## src/rtl/arb1hot_rr.sv

```systemverilog
// rtl/arb1hot_rr.sv - round-robin arbiter with registered one-hot grant held until done
// Optional macro ARB1HOT_PARK_EN: gnt parks on last winner while idle, resets to bit 0.
module arb1hot_rr #(
   parameter int N    = 8,
   parameter int IDXW = $clog2(N)
) (
   input  logic            clk,
   input  logic            rst,
   input  logic [N-1:0]    req,
   input  logic            done,
   output logic [N-1:0]    gnt,
   output logic            gnt_valid,
   output logic [IDXW-1:0] gnt_idx
);

   typedef enum logic {IDLE, GRANT} state_t;

`ifdef ARB1HOT_PARK_EN
   localparam logic [N-1:0] GNT_RST = {{(N-1){1'b0}}, 1'b1};
   localparam bit           PARK    = 1'b1;
`else
   localparam logic [N-1:0] GNT_RST = '0;
   localparam bit           PARK    = 1'b0;
`endif

   state_t          state_q, state_d;
   logic [IDXW-1:0] ptr_q, ptr_d;
   logic [IDXW-1:0] gnt_idx_q, gnt_idx_d;
   logic [N-1:0]    gnt_q, gnt_d;
   logic            gnt_valid_q, gnt_valid_d;

   logic [IDXW-1:0] base;
   logic [IDXW-1:0] win_idx;
   logic            found;

   // On completion the search starts just past the current winner, so it ranks last.
   always_comb begin
      int j;
      j       = 0;
      base    = ptr_q;
      if (state_q == GRANT && done) begin
         base = (gnt_idx_q == IDXW'(N - 1)) ? '0 : gnt_idx_q + 1'b1;
      end
      found   = 1'b0;
      win_idx = '0;
      for (int k = 0; k < N; k++) begin
         j = int'(base) + k;
         if (j >= N) j = j - N;
         if (!found && req[j]) begin
            found   = 1'b1;
            win_idx = IDXW'(j);
         end
      end
   end

   always_comb begin
      state_d     = state_q;
      ptr_d       = ptr_q;
      gnt_idx_d   = gnt_idx_q;
      gnt_d       = gnt_q;
      gnt_valid_d = gnt_valid_q;
      case (state_q)
         IDLE: begin
            if (found) begin
               gnt_d       = {{(N-1){1'b0}}, 1'b1} << win_idx;
               gnt_idx_d   = win_idx;
               gnt_valid_d = 1'b1;
               state_d     = GRANT;
            end
         end
         GRANT: begin
            if (done) begin
               ptr_d = base;
               if (found) begin
                  gnt_d     = {{(N-1){1'b0}}, 1'b1} << win_idx;
                  gnt_idx_d = win_idx;
               end else begin
                  gnt_valid_d = 1'b0;
                  state_d     = IDLE;
                  if (!PARK) gnt_d = '0;
               end
            end
         end
         default: state_d = IDLE;
      endcase
   end

   always_ff @(posedge clk) begin
      if (rst) begin
         state_q     <= IDLE;
         ptr_q       <= '0;
         gnt_idx_q   <= '0;
         gnt_q       <= GNT_RST;
         gnt_valid_q <= 1'b0;
      end else begin
         state_q     <= state_d;
         ptr_q       <= ptr_d;
         gnt_idx_q   <= gnt_idx_d;
         gnt_q       <= gnt_d;
         gnt_valid_q <= gnt_valid_d;
      end
   end

   assign gnt       = gnt_q;
   assign gnt_valid = gnt_valid_q;
   assign gnt_idx   = gnt_idx_q;

endmodule

```

## config.mk

```make
export PLATFORM = sky130hd
export DESIGN_NAME = arb1hot_rr
export DESIGN_NICKNAME = d
export VERILOG_FILES = /design/src/rtl/arb1hot_rr.sv
export SDC_FILE = /design/constraint.sdc
export NUM_CORES = 1
export LEC_CHECK = 0
export ABC_CLOCK_PERIOD_IN_PS = 4200
export CORE_MARGIN = 2
export CORE_UTILIZATION = 50
export CTS_CLUSTER_DIAMETER = 100
export DETAILED_ROUTE_END_ITERATION = 8
export MAX_ROUTING_LAYER = met4
export PLACE_DENSITY_LB_ADDON = 0.3
export SLEW_MARGIN = 20
export SYNTH_ARGS = -nofsm -noshare
export SYNTH_HDL_FRONTEND = slang
export SYNTH_SLANG_ARGS = --single-unit
```

## constraint.sdc

```tcl
create_clock -name clk -period 4.2 [get_ports clk]
set_clock_uncertainty 0.1 [all_clocks]
set_input_delay 0.42 -clock clk [delete_from_list [all_inputs] [get_ports clk]]
set_output_delay 0.42 -clock clk [all_outputs]
set_load 0.05 [all_outputs]
```

==> flow_metrics.py <==
metrics = {
    "clocking": {
        "clock_latency_ns": 0.29,
        "postCtsSetupBuffers": 0,
        "tritoncts": "built",
        "cts_buffers": 3,
        "clock-sinks": 16,
        "htreeDepth": 1,
        "cts_buffer_depth": 2,
        "clk_pin_slew_worst_paths_ns": 0.10,
        "root_buffer": "clkbuf_4",
        "postCtsHoldBufs": 0,
    },
    "place": {
        "portBuffers": 22,
        "gp_congestion": 0.976,
        "hpwl_mm": 3.61,
        "pre_cts_slack_ns": -0.00515,
        "placed_cells": 265,
    },
    "timing": {
        "final.setup.worst_slack_ns": 0.123,
        "fin_crit_ns": 4.08,
        "tightest_slew_ns": 0.861,
        "tns_ns": 0,
        "setup_violations": 0,
        "whs_ns": 0.373,
        "hold_viol_final": 0,
        "fmax_mhz": 245,
        "drv_slew": 0,
        "min_period_over_period": 0.971,
        "relSlewSlack": 0.411,
    },
    "worst_setup_path": {
        "endpoint_kind": "register",
        "slowest_stage": "mux4_2",
        "cp.required_ns": 4.28,
        "worstSetupPathType": "register to register",
        "r2r_slack_ns": 0.12,
        "cpMostUsedCell": "ha_1",
        "startpoint_type": "register",
        "path_cells": "ha_1, ha_1, and4bb_4, a21oi_4, buf_4, mux4_2, a2111oi_0, nor4_1, or3b_1, a32o_2, nor3b_4, a32o_1",
        "crit_fanout": 10,
        "max_stage_delay_ns": 0.59,
        "cp.arrival_ns": 4.16,
    },
    "floorplanning": {
        "num_rows": 20,
        "die_y_um": 60.3,
        "die_area_sq_mm": 0.00363,
        "start_util": 0.523,
        "die_w_um": 60.3,
        "io-pin-count": 23,
        "coreArea_sq_mm": 0.00303,
    },
    "finish": {
        "layout_commonest_cell": "nand3_1",
        "final_core_util": 0.656,
        "antenna_cells": 0,
        "drive_gt1_frac": 0.204,
        "final_net_count": 241,
        "mostFrequentLayoutCells": "27 x nand3_1, 22 x clkdlybuf4s50_1, 18 x buf_4",
        "instances_no_fill": 269,
        "synthToLayoutAreaGrowth_pct": 25.4,
    },
    "grt": {
        "grt-ovfl-total": 0,
        "grt_pass1_wl_mm": 7.47,
        "antenna_found_initial": 0,
        "grtUsageTotal": 0.278,
        "grt_max_degree": 12,
        "first_global_vias": 1620,
    },
    "drt": {
        "topRoutingLayerUsed": "met4",
        "wl_per_cell_um": 17.3,
        "firstDrtPassIters": 5,
        "drc_errors": 0,
        "routed_via_density": 6.58,
        "drt-initial-drc-count": 115,
        "drt-total-wl_mm": 4.65,
        "antenna_left": 0,
        "met3WireLength_um": 459,
        "route.layer.met1.wl_mm": 1.96,
        "wl_met2_mm": 2.22,
        "num_vias": 1771,
    },
    "yosys": {
        "synthCells": 189,
        "synthArstFlopShare": 0,
        "ys.warnings.count": 0,
        "syn-num-nets": 204,
        "syn_area_sq_mm": 0.00158,
        "ys_seq_area_frac": 0.202,
        "synth_ff_type": "dfxtp_1",
        "ys_seq_elements": 16,
        "synth_edf_count": 0,
        "ys_types": 60,
        "syn_area_per_cell_sq_um": 8.38,
    },
    "status": {
        "status": "completed",
    },
    "worst_hold_path": {
        "hold_path_class": "register to register",
    },
    "pwr": {
        "peakVddDrop_v": 0.000391,
        "p_leak_nw": 0.750,
        "power_density_mw_per_mm2": 623,
    },
    "run": {
        "cap_violations": 0,
    },
}
## final cells by class
type	count	area, sq um
flip-flops and latches	16	320
repair buffers	40	355
multi-input cells	161	1200
inverters	4	15.0
fillers	248	1040
clock buffers	4	36.3
well taps	44	55.1
## kinds of logic after synthesis
kind of cell / count (synthesis) / share of synthesized area
AOI/OAI and AO/OA: 57 / 0.275
xor gates and xnor gates: 4 / 0.0221
adders and majority gates: 4 / 0.0316
buffers and inverters: 12 / 0.0387
DFF: 16 / 0.202
muxes: 13 / 0.118
and+or+nand+nor: 83 / 0.313
## flip-flops by register name, indices dropped and copies added (netlist names)
signal,flops
gnt,8
gnt_idx,3
gnt_valid,1
ptr_q,3
state_q,1
## worst paths after layout
path | from | end | depth (start not counted)
max | gnt_idx[0]$_SDFFE_PP0P_ | gnt[6]$_SDFFE_PP0P_ | 12
min | gnt[7]$_SDFFE_PP0P_ | gnt[7]$_SDFFE_PP0P_ | 1
max reg2reg | gnt_idx[0]$_SDFFE_PP0P_ | gnt[6]$_SDFFE_PP0P_ | 12
min reg2reg | gnt[7]$_SDFFE_PP0P_ | gnt[7]$_SDFFE_PP0P_ | 1
## layer usage
layer | GRT usage | vias up
met4 | 0.0540 | 0
met2 | 0.425 | 103
li1 | - | 829
met5 | - | -
met3 | 0.0693 | 2
met1 | 0.372 | 837
## Yosys cell counts, drive strengths merged (3+ instances only)
cell type	count	area share
nand3	29	0.098
dfxtp	16	0.20
nor2	13	0.031
nand2	11	0.028
o21ai	11	0.035
a21oi	10	0.041
a32o	9	0.058
and3	6	0.024
buf	5	0.020
mux2	5	0.036
a2111oi	4	0.023
a211oi	4	0.019
and2	4	0.016
ha	4	0.032
inv	4	0.0095
mux2i	4	0.025
mux4	4	0.057
xnor2	4	0.022
a211o	3	0.017
clkbuf	3	0.0095
or2	3	0.012
## where the power goes
| part | leakage [nW] | switching, W | internal, W | total [W] |
|---|---|---|---|---|
| combinational | 0.598 | 0.000545 | 0.000377 | 0.000922 |
| clock | 0.0210 | 0.0000501 | 0.0000528 | 0.000103 |
| sequential | 0.131 | 0.0000251 | 0.000187 | 0.000212 |
| total | 0.750 | 0.000620 | 0.000616 | 0.00124 |
## critical path, delay by kind of cell, from the launching register on
family,cells,cell delay [ns]
and+or+nand+nor,4,1.01
buffers and inverters,1,0.24
muxes,1,0.59
DFF,1,0.40
adders and majority gates,2,0.32
AOI/OAI and AO/OA,4,1.29
## repair_timing
action                                  CTS  global route
gates resized for setup                   0             1
hold endpoints to repair                  0             0
endpoints found under the setup margin    0             4
## per-stage QoR
stage          area (sq um)  total power, W
3_3_place_gp           1950         0.00109
2_1_floorplan          1580        0.000844
6_report               1990         0.00124
4_1_cts                1980         0.00122
5_1_grt                1990         0.00131
3_5_place_dp           1950         0.00111
No activity file was read; power rests on OpenSTA's default activity.
